`src/rtl/linebuf_pkg.sv`:
```
// Shared types and helpers for the N x N line-buffer controller.
package linebuf_pkg;

  typedef enum logic [1:0] {
    IDLE = 2'd0,
    FILL = 2'd1,
    RUN  = 2'd2
  } lb_state_e;

  localparam int LB_RD_LAT = 1;

  function automatic int bank_w(input int win);
    return $clog2(win - 1);
  endfunction

endpackage

```
`src/rtl/linebuf_col_cnt.sv`:
```
// Column counter: wraps at w_eff-1; a restart forces the current pixel to column 0.
module linebuf_col_cnt #(
  parameter int AWIDTH = 11
) (
  input  logic              clk,
  input  logic              rst,
  input  logic              en,
  input  logic              restart,
  input  logic [AWIDTH-1:0] w_eff,
  output logic [AWIDTH-1:0] col,
  output logic              wrap
);

  localparam logic [AWIDTH-1:0] ONE = AWIDTH'(1);

  logic [AWIDTH-1:0] col_q;
  logic [AWIDTH-1:0] col_d;

  // effective column of the current pixel and next-column computation
  always_comb begin
    col   = restart ? {AWIDTH{1'b0}} : col_q;
    wrap  = en && (col == (w_eff - ONE));
    col_d = col_q;
    if (en) begin
      if (wrap) begin
        col_d = {AWIDTH{1'b0}};
      end else begin
        col_d = col + ONE;
      end
    end else begin
      col_d = col_q;
    end
  end

  // column register
  always_ff @(posedge clk or negedge rst) begin
    if (!rst) begin
      col_q <= {AWIDTH{1'b0}};
    end else begin
      col_q <= col_d;
    end
  end

endmodule

```
`src/rtl/linebuf_ctrl_nxn.sv`:
```
// Line-buffer controller for an N x N window over WIN-1 rotating row SRAMs.
// Optional frame-height tracking (height input, eof output) under LINEBUF_HEIGHT_EN.
module linebuf_ctrl_nxn
  import linebuf_pkg::*;
#(
  parameter int WIN    = 5,
  parameter int AWIDTH = 11,
  parameter int BW     = bank_w(WIN)
) (
  input  logic              clk,
  input  logic              rst,
  input  logic              clken,
  input  logic              sof,
  input  logic [AWIDTH-1:0] width,
`ifdef LINEBUF_HEIGHT_EN
  input  logic [AWIDTH-1:0] height,
  output logic              eof,
`endif
  output logic [AWIDTH-1:0] wr_addr,
  output logic [AWIDTH-1:0] rd_addr,
  output logic [WIN-2:0]    wr_en_n,
  output logic              rd_en_n,
  output logic [BW-1:0]     wr_bank,
  output logic [BW-1:0]     tap_bank,
  output logic              win_valid,
  output logic              eol,
  output logic              rows_full
);

  localparam int RW = $clog2(WIN);
  localparam logic [RW-1:0]     ROWS           = RW'(WIN - 1);
  localparam logic [RW-1:0]     ROWS_M1        = RW'(WIN - 2);
  localparam logic [RW-1:0]     RC_ONE         = RW'(1);
  localparam logic [BW-1:0]     LAST_BANK      = BW'(WIN - 2);
  localparam logic [BW-1:0]     BANK_ONE       = BW'(1);
  localparam logic [AWIDTH-1:0] FIRST_FULL_COL = AWIDTH'(WIN - 1);

  lb_state_e         state_q, state_d, st_eff;
  logic [AWIDTH-1:0] w_q, w_d, w_eff;
  logic [BW-1:0]     bank_q, bank_d, bank_eff;
  logic [RW-1:0]     row_cnt_q, row_cnt_d, rc_eff;
  logic [BW-1:0]     tap_bank_q, tap_bank_d;
  logic              win_valid_q, win_valid_d;
  logic              eol_q, eol_d;
  logic              sof_acc, acc;
  logic [AWIDTH-1:0] col;
  logic              wrap;

`ifdef LINEBUF_HEIGHT_EN
  localparam logic [AWIDTH-1:0] AONE = AWIDTH'(1);
  logic [AWIDTH-1:0] h_q, h_d, h_eff;
  logic [AWIDTH-1:0] line_q, line_d, line_eff;
  logic              eof_q, eof_d;
`endif

  linebuf_col_cnt #(
    .AWIDTH(AWIDTH)
  ) u_col_cnt (
    .clk    (clk),
    .rst    (rst),
    .en     (acc),
    .restart(sof_acc),
    .w_eff  (w_eff),
    .col    (col),
    .wrap   (wrap)
  );

  // FSM next state, bank rotation, enables and next values of the lagged outputs
  always_comb begin
    sof_acc  = clken && sof;
    acc      = clken && (sof || (state_q != IDLE));
    // an accepted sof restarts the frame and this pixel is column 0 of bank 0
    st_eff   = sof_acc ? FILL : state_q;
    w_eff    = sof_acc ? width : w_q;
    bank_eff = sof_acc ? {BW{1'b0}} : bank_q;
    rc_eff   = sof_acc ? {RW{1'b0}} : row_cnt_q;

    w_d         = w_eff;
    state_d     = state_q;
    bank_d      = bank_q;
    row_cnt_d   = row_cnt_q;
    tap_bank_d  = tap_bank_q;
    win_valid_d = 1'b0;
    eol_d       = 1'b0;
    wr_en_n     = {(WIN-1){1'b1}};
`ifdef LINEBUF_HEIGHT_EN
    h_eff    = sof_acc ? height : h_q;
    line_eff = sof_acc ? {AWIDTH{1'b0}} : line_q;
    h_d      = h_eff;
    line_d   = line_q;
    eof_d    = 1'b0;
`endif

    if (acc) begin
      state_d           = st_eff;
      bank_d            = bank_eff;
      row_cnt_d         = rc_eff;
      tap_bank_d        = bank_eff;
      wr_en_n[bank_eff] = 1'b0;
      win_valid_d       = (st_eff == RUN) && (col >= FIRST_FULL_COL);
      eol_d             = wrap;
`ifdef LINEBUF_HEIGHT_EN
      line_d = line_eff;
`endif
      if (wrap) begin
        bank_d = (bank_eff == LAST_BANK) ? {BW{1'b0}} : (bank_eff + BANK_ONE);
        if (rc_eff != ROWS) begin
          row_cnt_d = rc_eff + RC_ONE;
        end else begin
          row_cnt_d = rc_eff;
        end
        if ((st_eff == FILL) && (rc_eff == ROWS_M1)) begin
          state_d = RUN;
        end else begin
          state_d = st_eff;
        end
`ifdef LINEBUF_HEIGHT_EN
        line_d = line_eff + AONE;
        if (line_eff == (h_eff - AONE)) begin
          state_d = IDLE;
          eof_d   = 1'b1;
        end else begin
          eof_d   = 1'b0;
        end
`endif
      end else begin
        bank_d = bank_eff;
      end
    end else begin
      state_d = state_q;
    end
  end

  // state, configuration and output registers
  always_ff @(posedge clk or negedge rst) begin
    if (!rst) begin
      state_q     <= IDLE;
      w_q         <= {AWIDTH{1'b0}};
      bank_q      <= {BW{1'b0}};
      row_cnt_q   <= {RW{1'b0}};
      tap_bank_q  <= {BW{1'b0}};
      win_valid_q <= 1'b0;
      eol_q       <= 1'b0;
    end else begin
      state_q     <= state_d;
      w_q         <= w_d;
      bank_q      <= bank_d;
      row_cnt_q   <= row_cnt_d;
      tap_bank_q  <= tap_bank_d;
      win_valid_q <= win_valid_d;
      eol_q       <= eol_d;
    end
  end

`ifdef LINEBUF_HEIGHT_EN
  // frame-height registers
  always_ff @(posedge clk or negedge rst) begin
    if (!rst) begin
      h_q    <= {AWIDTH{1'b0}};
      line_q <= {AWIDTH{1'b0}};
      eof_q  <= 1'b0;
    end else begin
      h_q    <= h_d;
      line_q <= line_d;
      eof_q  <= eof_d;
    end
  end

  assign eof = eof_q;
`endif

  assign wr_addr   = col;
  assign rd_addr   = col;
  assign rd_en_n   = ~acc;
  assign wr_bank   = bank_eff;
  assign tap_bank  = tap_bank_q;
  assign win_valid = win_valid_q;
  assign eol       = eol_q;
  assign rows_full = (row_cnt_q == ROWS);

endmodule

```
`config.mk`:
```
export PLATFORM = sky130hd
export DESIGN_NAME = linebuf_ctrl_nxn
export DESIGN_NICKNAME = d
export VERILOG_FILES = /design/src/rtl/linebuf_pkg.sv /design/src/rtl/linebuf_col_cnt.sv /design/src/rtl/linebuf_ctrl_nxn.sv
export SDC_FILE = /design/constraint.sdc
export NUM_CORES = 1
export LEC_CHECK = 0
export ABC_CLOCK_PERIOD_IN_PS = 4600
export CORE_UTILIZATION = 35
export CTS_BUF_LIST = sky130_fd_sc_hd__clkbuf_4 sky130_fd_sc_hd__clkbuf_8 sky130_fd_sc_hd__clkbuf_16
export CTS_CLUSTER_DIAMETER = 60
export CTS_CLUSTER_SIZE = 14
export DETAILED_ROUTE_END_ITERATION = 10
export MAX_ROUTING_LAYER = met4
export PLACE_DENSITY = 0.64
export SLEW_MARGIN = 20
export SYNTH_ARGS = -nofsm -noshare
export SYNTH_HDL_FRONTEND = slang
export SYNTH_HIERARCHICAL = 1
export SYNTH_SLANG_ARGS = --single-unit
```
`constraint.sdc`:
```
create_clock -name clk -period 4.6 [get_ports clk]
set_input_delay 0.69 -clock clk [delete_from_list [all_inputs] [get_ports clk]]
set_output_delay 0.69 -clock clk [all_outputs]
set_load 0.005 [all_outputs]
```
Word level (Yosys, flattened, before mapping)
Cells that the tools add are included.
- word-level logic and storage cells: 49
- output and inout port bits: 34
- input port bits: 15
- bits in registers: 33
- reductions and logical operators: 8
- add/subtract/negate cells: 4
- $lt $le $gt $ge: 3
- bitwise logic cells: 2
- multiplexer cells: 17
- equality and inequality tests: 7
- operator list (kind ; number):
    11-bit two-way mux ; 3
    2-bit two-way mux ; 6
    11-bit by 1-bit adder with 11-bit output, second input constant ; 1
    11-bit == test ; 1
    11-bit by 3-bit >= comparator with 1-bit output, second input constant ; 1
    11-bit by 1-bit subtractor with 11-bit output, second input constant ; 1
    3-bit two-way mux ; 3
    1-bit logical AND ; 6
    2-bit == test, second input constant ; 2
    4-bit two-way mux ; 1
    4-bit NOT ; 1
    3-bit by 1-bit adder with 3-bit output, second input constant ; 1
    3-bit by 2-bit == test with 1-bit output, second input constant ; 1
    3-bit == test, second input constant ; 1
    2-bit by 3-bit less-than comparator with 1-bit output, second input constant ; 1
    1-bit two-way mux ; 3
    3-bit inequality test, second input constant ; 1
    2-bit by 1-bit adder with 2-bit output, second input constant ; 1
    1-bit demux with 2-bit select ; 1
    2-bit by 1-bit == test with 1-bit output, second input constant ; 1
    2-bit by 1-bit >= comparator with 1-bit output, second input constant ; 1
    2-bit nonzero test ; 1
    1-bit logical OR ; 1
    1-bit NOT ; 1

Logic depth before layout (Yosys ltp)
Gate-level depths: netlist of run 1.
- depth after elaboration: 8
- depth in mapped cells: 14
- depth with buffers taken out: 13

Modules after synthesis
The synthesis of run 1 kept the hierarchy.
- modules (own cells, without submodules) (module ; instances ; cells each ; area an instance (um2) ; sequential area each (um2)):
    linebuf_col_cnt ; 1 ; 150 ; 1222.4 ; 275.3
    linebuf_ctrl_nxn ; 1 ; 100 ; 1138.6 ; 550.5

Least setup slack after synthesis of run 1
No wires, ideal clock.
- path type: input to register
- start: in clken
- end: reg row_cnt_q[0]
- path buffers: 2
- arrival: 3296 ps
- path slack: 1217 ps
- required time: 4513 ps
- cell stages on the path: 14
- setup time: 87 ps
- cell sequence: nand2_4 inv_2 buf_8 mux2_2 or4_4 or2_1 nor4_1 o21ai_1 nand3_2 nor4b_2 o311a_2 buf_6 nand4_1 o211ai_1
- word-level cells in the longest chain between the ends: 6
- elaborated cells between the ends (all ways): 12
- classes of those cells: add/sub: 2; eq/ne: 2; mux: 5; reduce/logical: 3
- ends and longest elaborated chain (item ; line ; source):
    from (decl) ; linebuf_ctrl_nxn.sv:12 ; input logic clken,
    1-bit logical AND ; linebuf_ctrl_nxn.sv:70 ; sof_acc = clken && sof;
    named net sof_acc ; linebuf_ctrl_nxn.sv:45 ; logic sof_acc, acc;
    11-bit two-way mux ; linebuf_ctrl_nxn.sv:74 ; w_eff = sof_acc ? width : w_q;
    named net w_d[4] ; linebuf_ctrl_nxn.sv:39 ; logic [AWIDTH-1:0] w_q, w_d, w_eff;
    11-bit by 1-bit subtractor with 11-bit output ; linebuf_col_cnt.sv:22 ; wrap = en && (col == (w_eff - ONE));
    11-bit == test ; linebuf_col_cnt.sv:22 ;
    1-bit logical AND ; linebuf_col_cnt.sv:22 ;
    named net wrap ; linebuf_ctrl_nxn.sv:47 ; logic wrap;
    3-bit two-way mux ; linebuf_ctrl_nxn.sv:105 ; if (wrap) begin
    to (signal assigned) ; linebuf_ctrl_nxn.sv:140 ; row_cnt_q <= {RW{1'b0}};
    to (signal assigned) ; linebuf_ctrl_nxn.sv:148 ; row_cnt_q <= row_cnt_d;
    to (decl) ; linebuf_ctrl_nxn.sv:41 ; logic [RW-1:0] row_cnt_q, row_cnt_d, rc_eff;
The timed path passes the listed nets, and every way through them passes these cells.
A chain may end at the register's enable or synchronous reset.

Final worst setup path of run 1
- start: in sof
- end: reg row_cnt_q[0]
- word-level cells in the longest chain between the ends: 6
- elaborated cells between the ends (all ways): 13
- classes of those cells: add/sub: 2; eq/ne: 2; mux: 5; reduce/logical: 4
- ends and longest elaborated chain (item ; line ; source):
    from (decl) ; linebuf_ctrl_nxn.sv:13 ; input logic sof,
    1-bit logical AND ; linebuf_ctrl_nxn.sv:70 ;
    11-bit two-way mux ; linebuf_ctrl_nxn.sv:74 ;
    named net w_d[0] ; linebuf_ctrl_nxn.sv:39 ;
    11-bit by 1-bit subtractor with 11-bit output ; linebuf_col_cnt.sv:22 ;
    11-bit == test ; linebuf_col_cnt.sv:22 ;
    1-bit logical AND ; linebuf_col_cnt.sv:22 ;
    named net wrap ; linebuf_ctrl_nxn.sv:47 ;
    3-bit two-way mux ; linebuf_ctrl_nxn.sv:105 ;
The timed path passes the listed nets, and every way through them passes these cells.

==> run summary, run 1 <==
In this run the critical register-to-register path is launched from w_q[0]. The fraction of registers with async set/reset works out to 1.00. The layout overhead on the synthesized area is 24.5%. The area share of the largest cell type after synthesis came out at 0.350. After clock tree synthesis, the clock-pin slew on the worst setup and hold paths is 0.07 ns.

The overflow left after global routing is 0, and the violation count after the first detailed-route iteration is 95. Number of cells produced by synthesis: 250. The finished cells cover 2940 um2. The layout has 641 filler cells. The flow ran to the end, but the final reports show violations. The number of cells on the worst reg-to-reg path is 10. The count of cells in the finished layout, fillers not included, comes to 368. CTS placed an instance of sky130_fd_sc_hd__clkbuf_8 at the clock tree root.

The endpoint identified for the worst register-to-register timing path is row_cnt_q[0]. In the layout the commonest cells are 48 x sky130_fd_sc_hd__clkdlybuf4s50_1, 33 x sky130_fd_sc_hd__dfrtp_1, 21 x sky130_fd_sc_hd__nand2_1, 21 x sky130_fd_sc_hd__nor2_1, 18 x sky130_fd_sc_hd__xnor2_1. VDD sags by at most 0.157 mV.

The via count of the first global-routing pass is 1750, and the area of the multi-input gates is 1320 um2. Summing all flip-flop and latch instances after layout gives 826 um2. The worst hold path was traced through 2 stages.

The number of pins exceeding their max-slew limit in the final report was 0. The logs give 5290 um for the routed wire length and 3990 um for the half-perimeter wire length after detailed placement. The run gives 1870 as the total vias in the final route. Floorplan die height: 84.1 um. The mux share of post-synthesis cell area is 0.0747, and the max-capacitance violation count is 0. After detailed placement, the design holds a cell count of 360.

For this design, the CTS-stage hold fixing added 0 buffers. Share of the synthesized netlist area taken by xor and xnor gates: 0.0816. The tools report the headroom to the max-slew limit as 0.584. TritonCTS built the clock tree. Setup repair after global routing left no endpoint under its margin. The simple logic cell fraction of the synthesized area was 0.230; the first-pass detailed-route iteration total was 7.

The number of setup violations in the final report was 0; the post-synthesis register bit count was 33. The leakage power summed over all cells was 1.20 nW. The worst setup path is captured at a register. The final weighted congestion in routability-driven placement was 0.808.

The worst-case clock skew is 0.00698 ns, and the highest net fanout along the worst path is 12. At the end of the flow, the number of nets in the layout was 314. The run gives 4.81 ns as the required time of the critical path. The run gives 34 as the maximum number of pins on one net before global-route repair. 0 antenna diodes ended up in the layout. The wire length per cell after detailed routing came out at 14.4 um. The run gives 49 as the number of I/O pins. The number of I/O port buffers is 48, and the post-synthesis average cell area is 9.44 um2. The most common cell after layout, fill and taps aside was sky130_fd_sc_hd__clkdlybuf4s50_1. The critical path is of the primary input to register type. The dominant register cell in the synthesized netlist was sky130_fd_sc_hd__dfrtp_1. The post-synthesis sequential area ratio was 0.350; the number of distinct library cell variants in the gate-level netlist after synthesis was 52. The number of flops mapped to enable cells by yosys is 0. Setup slack on the worst reg-to-reg path comes out at 1.68 ns.

The number of buffers on the longest clock path was 2. Summed over all failing endpoints, the final setup total negative slack is 0 ns. The post-route core utilization was 0.458; the number of H-tree levels was 2. The actual transition at the worst max-transition pin came out at 0.623 ns.

Once placement finished, the instance area stood at 2820 um2. For the initial standard-cell utilization of the core, the log shows 0.368. The number of routed nets with antenna violations was 0. After synthesis, the largest family of logic cells by area is simple AND/OR/NAND/NOR gates. The path with the worst hold slack has its endpoint at tap_bank[0].

Clock tree synthesis found a total of 33 sinks. The initial antenna violation count was 0; the clock network latency to the later pin of the worst-skew pair was 0.29 ns. In this run, post-CTS repair resized a total of 0 instances.

The checks that failed: DRC. For the worst slack on hold paths, the log shows 0.498 ns. The final hold violation count came out at 0. Sorting the synthesized cells by area gives the leading types as sky130_fd_sc_hd__dfrtp_1 35%, sky130_fd_sc_hd__xnor2_1 6.7%, sky130_fd_sc_hd__mux2_2 5.2%. The total area inside the core boundary comes to 6420 um2. The share of synthesized cell area in full adder, half adder and majority cells is 0.0477.

In this run the worst hold path is classified as register to register. The critical path arrival is 4.25 ns. The logs give 7080 um2 for the overall die area and 0 for the post-CTS setup buffer count. STA classifies the critical path startpoint as a primary input. The tools report the startpoint of the lowest-slack hold path as tap_bank[0].

The design draws 0.997 mW. At the placement stage, the worst setup path has a slack of 0.215 ns. The share of the synthesized area in compound gates (AO/OA/AOI/OAI) was 0.127.

Dividing the detail-routed via count by the number of cells gives 5.08. Summing every instance area after synthesis gives 2360 um2. For this run, design rule violations remaining after detail routing come to 9. The clock buffer count from CTS was 5; the final period utilization was 0.878.

The final critical-path required period is 4.04 ns, and the total power density per cell area is 339 nW/um2. The first global-routing pass estimated 8680 um of wire. The number of nets in the synthesized netlist is 274. The fraction of final layout cells with drive strength greater than 1 was 0.168.

The die is 84.1 um wide. The global-route total usage across every layer was 0.161. The floorplan has 29 rows. The run gives 248 MHz as the upper clock frequency limit. The tools report the final worst slack as 0.560 ns.

Summed over all instances, the cell type with the most area after synthesis is sky130_fd_sc_hd__dfrtp_1. Yosys printed 6 warnings.
-- cells in the mapped netlist, drive strengths merged, types with 2 or more instances --
cell / n
dfrtp: 33
nand2: 22
nor2: 22
a21oi: 21
buf: 18
xnor2: 18
inv: 13
o21ai: 13
mux2: 11
ha: 9
nor3: 9
nor2b: 8
nand3: 6
mux2i: 4
nor4: 4
xor2: 4
nand3b: 3
nand4: 3
and2b: 2
clkbuf: 2
nand2b: 2
nor3b: 2
nor4b: 2
nor4bb: 2
o211ai: 2
or4: 2
-- worst max-delay path, stage by stage --
cell	delay (ns)
sky130_fd_sc_hd__clkdlybuf4s50_1	0.63
sky130_fd_sc_hd__nand2_4	0.12
sky130_fd_sc_hd__inv_2	0.21
sky130_fd_sc_hd__mux2_2	0.43
sky130_fd_sc_hd__or4_4	0.57
sky130_fd_sc_hd__nor3_1	0.23
sky130_fd_sc_hd__xor2_1	0.16
sky130_fd_sc_hd__nand3_1	0.15
sky130_fd_sc_hd__nand3_2	0.11
sky130_fd_sc_hd__nor4b_2	0.36
sky130_fd_sc_hd__o311a_2	0.37
sky130_fd_sc_hd__nand4_1	0.11
sky130_fd_sc_hd__o211ai_1	0.09
-- cells by family after synthesis --
logic type	Yosys count
XOR/XNOR	22
AO/OA/AOI/OAI	43
flip-flops	33
AND/OR/NAND/NOR	94
buffers and inverters	34
adder cells (fa/ha/maj)	9
multiplexers	15
-- power breakdown --
| group | internal (mW) | switching, mW | total (mW) |
|---|---|---|---|
| clock | 0.176 | 0.111 | 0.287 |
| sequential | 0.324 | 0.0281 | 0.353 |
| combinational | 0.178 | 0.179 | 0.357 |
-- how the worst max path moves through the flow --
stage                from            to  slack (ns)
floorplan           clken  row_cnt_q[0]        1.22
global placement      sof  row_cnt_q[0]        0.29
detailed placement  clken  row_cnt_q[0]        0.21
CTS                   sof  row_cnt_q[0]        0.54
global route          sof  row_cnt_q[0]        0.19
finish                sof  row_cnt_q[0]        0.56
-- metal layers --
metal | GRT usage | part of all wire | vias up
li1 | - | - | 930
met1 | 0.211 | 0.47 | 897
met2 | 0.250 | 0.48 | 37
met3 | 0.0324 | 0.042 | 6
met4 | 0.0517 | 0.013 | 0
met5 | - | 0 | -
-- sequential cells by signal, summed over array words and instances, names as in the netlist --
| signal | cells |
|---|---|
| bank_q | 2 |
| eol | 1 |
| row_cnt_q | 3 |
| state_q | 2 |
| tap_bank | 2 |
| u_col_cnt/col_q | 11 |
| w_q | 11 |
| win_valid | 1 |
-- final cells by class --
type / instances / share of cell area
multi-input cells: 183 / 0.450
clock inverters: 2 / 0.0128
repair buffers: 53 / 0.176
inverters: 14 / 0.0187
clock buffers: 6 / 0.0281
well taps: 77 / 0.0328
flip-flops and latches: 33 / 0.281
(Power assumes the default switching activity.)
==> run 2, diff against run 1 <==
--- a/config.mk
+++ b/config.mk
@@ -5,6 +5,7 @@
 export SDC_FILE = /design/constraint.sdc
 export NUM_CORES = 1
 export LEC_CHECK = 0
+export ABC_AREA = 1
 export ABC_CLOCK_PERIOD_IN_PS = 4600
 export CORE_UTILIZATION = 35
 export CTS_BUF_LIST = sky130_fd_sc_hd__clkbuf_4 sky130_fd_sc_hd__clkbuf_8 sky130_fd_sc_hd__clkbuf_16
==> run 2 against run 1 <==
Effect of this change:
- fmax increased by 14%
- the flow now finishes without violations
- setup slack better by 0.48 ns
- synthesized cell count rose by 53%
- die area grew 2.1%
- clock power increased by 13%
- final cell count is 36% higher
- wire length increased by 11%
- via count up 24%
- non-clock buffer count decreased by 2
- sequential cell count unchanged
- register-to-register slack gained 0.35 ns
- final area up 2.2%
==> run summary, run 2 <==
The run finished with clean final reports. The run gives 0.146 mV (-7.1%) as the worst vdd rail ir drop. The largest registers in the layout are u_col_cnt/col_q (11), w_q (11), row_cnt_q (3).

The final period utilization came out at 0.774 (-0.104). The post-synthesis average cell area came out at 6.30 um2 (-33%). In this run the worst hold path is classified as register to register. The headroom to the max-slew limit was 0.593 (+0.00887); the total instance count after detailed placement was 493 (+37%). The fraction of final layout cells with drive strength greater than 1 was 0.0590 (-0.109); the yosys synthesis warning count was 6 (unchanged).

The required time of the critical path is 3.91 ns (-0.90 ns), and the overflow left after global routing is 0 (unchanged). The number of nets produced by synthesis is 407 (+49%), and the area share of the largest cell type after synthesis is 0.343 (-0.00726). The overall die area was 7230 um2 (+2.1%); the floorplan die height was 85 um (+1.0%).

The clock network latency to the later pin of the worst-skew pair came out at 0.29 ns (about the same). The width of the die is 85 um (+1.0%), and the count of filler cells inserted in the layout is 646 (+0.78%). The final critical-path required period was 3.56 ns (-0.481 ns).

After synthesis, the most frequently instantiated cells are 171 x sky130_fd_sc_hd__nand2_1, 47 x sky130_fd_sc_hd__inv_1, 38 x sky130_fd_sc_hd__nor2_1. The post-synthesis register bit count was 33 (unchanged). Via count of the first global-routing pass: 2180 (+25%). The tools report the number of routed nets with antenna violations as 0 (unchanged). The dominant register cell in the synthesized netlist is sky130_fd_sc_hd__dfrtp_1. The number of distinct library cell variants in the gate-level netlist after synthesis came out at 23 (-56%). Post-synthesis sequential area ratio: 0.343 (-0.00726). The post-CTS setup buffer count was 0 (unchanged); the number of setup violations in the final report was 0 (unchanged). The run gives 2 (unchanged) as the number of H-tree levels. The number of inserted diodes is 0 (unchanged), and the flop-to-flop setup slack is 2.03 ns (+0.35 ns). The number of cells on the worst hold path came out at 2 (unchanged). Number of cells produced by synthesis: 383 (+53%). The total power density per cell area is 296 nW/um2 (-13%). The residual DRC count is 0 (-9). The maximum number of pins on one net before global-route repair was 34 (unchanged); the clock buffer count from CTS was 5 (unchanged). TritonCTS built the clock tree. The cell area after layout is 3000 um2 (+2.2%).

The endpoint identified for the worst register-to-register timing path is bank_q[0]. The worst setup path is captured at a primary output. The number of pins exceeding their max-slew limit in the final report was 0 (unchanged); the final sum of negative setup slack was 0 ns (unchanged). For the post-synthesis instance area, the log shows 2410 um2 (+2.1%). The layout overhead on the synthesized area was 24.6% (about the same); the number of buffers on the longest clock path was 2 (unchanged).

Start of the worst register-to-register path: w_q[0]. The run gives 0.925 (+14%) as the final weighted congestion in routability-driven placement. For the violation count after the first detailed-route iteration, the log shows 142 (+49%).

Number of I/O port buffers: 48 (unchanged). Critical path arrival: 2.87 ns (-1.38 ns). Most numerous cell in the Yosys netlist: sky130_fd_sc_hd__nand2_1.

The number of non-filler instances in the completed layout was 501 (+36%); the leakage power summed over all cells was 1.62 nW (+34%). The largest area contributor in the synthesized netlist is sky130_fd_sc_hd__dfrtp_1. The type of origin of the critical path was a primary input. The count of standard-cell rows is 29 (unchanged), and the final total power is 0.888 mW (-11%). The via-per-instance ratio came out at 4.64 (-8.7%). The tools report the number of I/O pins as 49 (unchanged). The instance area after placement came out at 2870 um2 (+1.8%).

The tools report the floorplan core area as 6490 um2 (+1.1%). The first-pass detailed-route iteration total came out at 4 (-3). The total vias in the final route is 2325 (+24%), and the number of nets in the finished design is 447 (+42%). The tools report the clock net sink count as 33 (unchanged). The number of flops mapped to enable cells by yosys is 0 (unchanged). The worst-case clock skew was 0.00623 ns (-0.000755 ns); the total of hold buffers inserted after clock tree synthesis was 0 (unchanged). The run gives 281 MHz (+14%) as the upper clock frequency limit. Routed wire length: 5860 um (+11%). The clock tree root driver cell was sky130_fd_sc_hd__clkbuf_8. The clock transition at the registers of the reported paths was 0.06 ns (about the same); the actual transition at the worst max-transition pin was 0.608 ns (-0.0143 ns).

The wire length of the first global-routing pass came out at 10100 um (+17%). In the layout the commonest cells are 171 x sky130_fd_sc_hd__nand2_1, 48 x sky130_fd_sc_hd__clkdlybuf4s50_1, 47 x sky130_fd_sc_hd__inv_1, 38 x sky130_fd_sc_hd__nor2_1, 33 x sky130_fd_sc_hd__dfrtp_1. The logs give 0.371 (+0.00360) for the initial standard-cell utilization of the core and 0 (unchanged) for the final hold violation count. The highest net fanout along the worst path was 16 (+4). The number of cells on the worst reg-to-reg path was 14 (+4).

The worst hold path begins at u_col_cnt/col_q[6]. Setup repair after global routing left no endpoint under its margin. The quantity of gates resized following cts was 0 (unchanged). The most common cell after layout, fill and taps aside was sky130_fd_sc_hd__nand2_1. The path type of the worst setup path is primary input to primary output. The global-route total usage across every layer was 0.182 (+0.0208). Yosys attributes the largest share of cell area to sky130_fd_sc_hd__dfrtp_1 34%, sky130_fd_sc_hd__nand2_1 27%, sky130_fd_sc_hd__inv_1 7.3%. The wire length per cell after detailed routing came out at 11.7 um (-19%). For the max-capacitance violation count, the log shows 0 (unchanged). The initial antenna violation count was 0 (unchanged). Half-perimeter wire length after detailed placement: 4510 um (+13%).

The worst hold path terminates at u_col_cnt/col_q[6]. Fraction of registers with async set/reset: 1.00 (unchanged). The run gives 0.479 ns (-0.0190 ns) as the worst slack on hold paths.
[run 2: layout make-up]
cell class	count	area (um2)	area share
clock buffers	5	68.8	0.0229
multi-input cells	283	1260	0.420
clock inverters	3	65.1	0.0217
inverters	49	184	0.0612
well taps	77	96.3	0.0321
flip-flops and latches	33	826	0.275
repair buffers	51	503	0.167
[run 2: worst max-delay path, cell delays in order]
cell	delay (ns)
sky130_fd_sc_hd__clkdlybuf4s50_1	0.48
sky130_fd_sc_hd__nand2_1	0.12
sky130_fd_sc_hd__inv_1	0.17
sky130_fd_sc_hd__buf_4	0.23
sky130_fd_sc_hd__inv_2	0.23
sky130_fd_sc_hd__nand2_1	0.16
sky130_fd_sc_hd__inv_1	0.23
sky130_fd_sc_hd__clkdlybuf4s50_1	0.55
[run 2: through the flow]
| step | setup WS [ns] | utilization |
|---|---|---|
| 5_1_grt | 0.772 | 0.463 |
| 4_1_cts | 1.04 | 0.463 |
| 3_3_place_gp | 0.882 | 0.442 |
| 3_5_place_dp | 0.816 | 0.442 |
| 6_report | 1.04 | 0.463 |
| 2_1_floorplan | 1.77 | - |
[run 2: power by group]
part	internal [mW]	switching, mW	total, mW
registers	0.312	0.0190	0.331
clock network	0.215	0.110	0.325
logic	0.0938	0.138	0.232
[run 2: cells by family after synthesis]
| group | synth area share |
|---|---|
| AND/OR/NAND/NOR | 0.436 |
| adder cells (fa/ha/maj) | 0.0467 |
| buffers and inverters | 0.134 |
| AO/OA/AOI/OAI | 0.0368 |
| XOR/XNOR | 0.00363 |
| flip-flops | 0.343 |
[run 2: how the worst max path moves through the flow]
stage / startpoint / end / slack, ns
2_1_floorplan: clken / bank_q[0] / 1.77
3_3_place_gp: clken / bank_q[0] / 0.88
3_5_place_dp: clken / bank_q[0] / 0.82
4_1_cts: clken / wr_addr[8] / 1.04
5_1_grt: clken / state_q[1] / 0.77
6_report: clken / wr_addr[8] / 1.04
[run 2: layer usage]
metal	GRT usage	share of wire	vias up
li1	-	-	1236
met1	0.245	0.49	1030
met2	0.275	0.44	53
met3	0.0340	0.055	6
met4	0.0601	0.015	0
met5	-	0	-
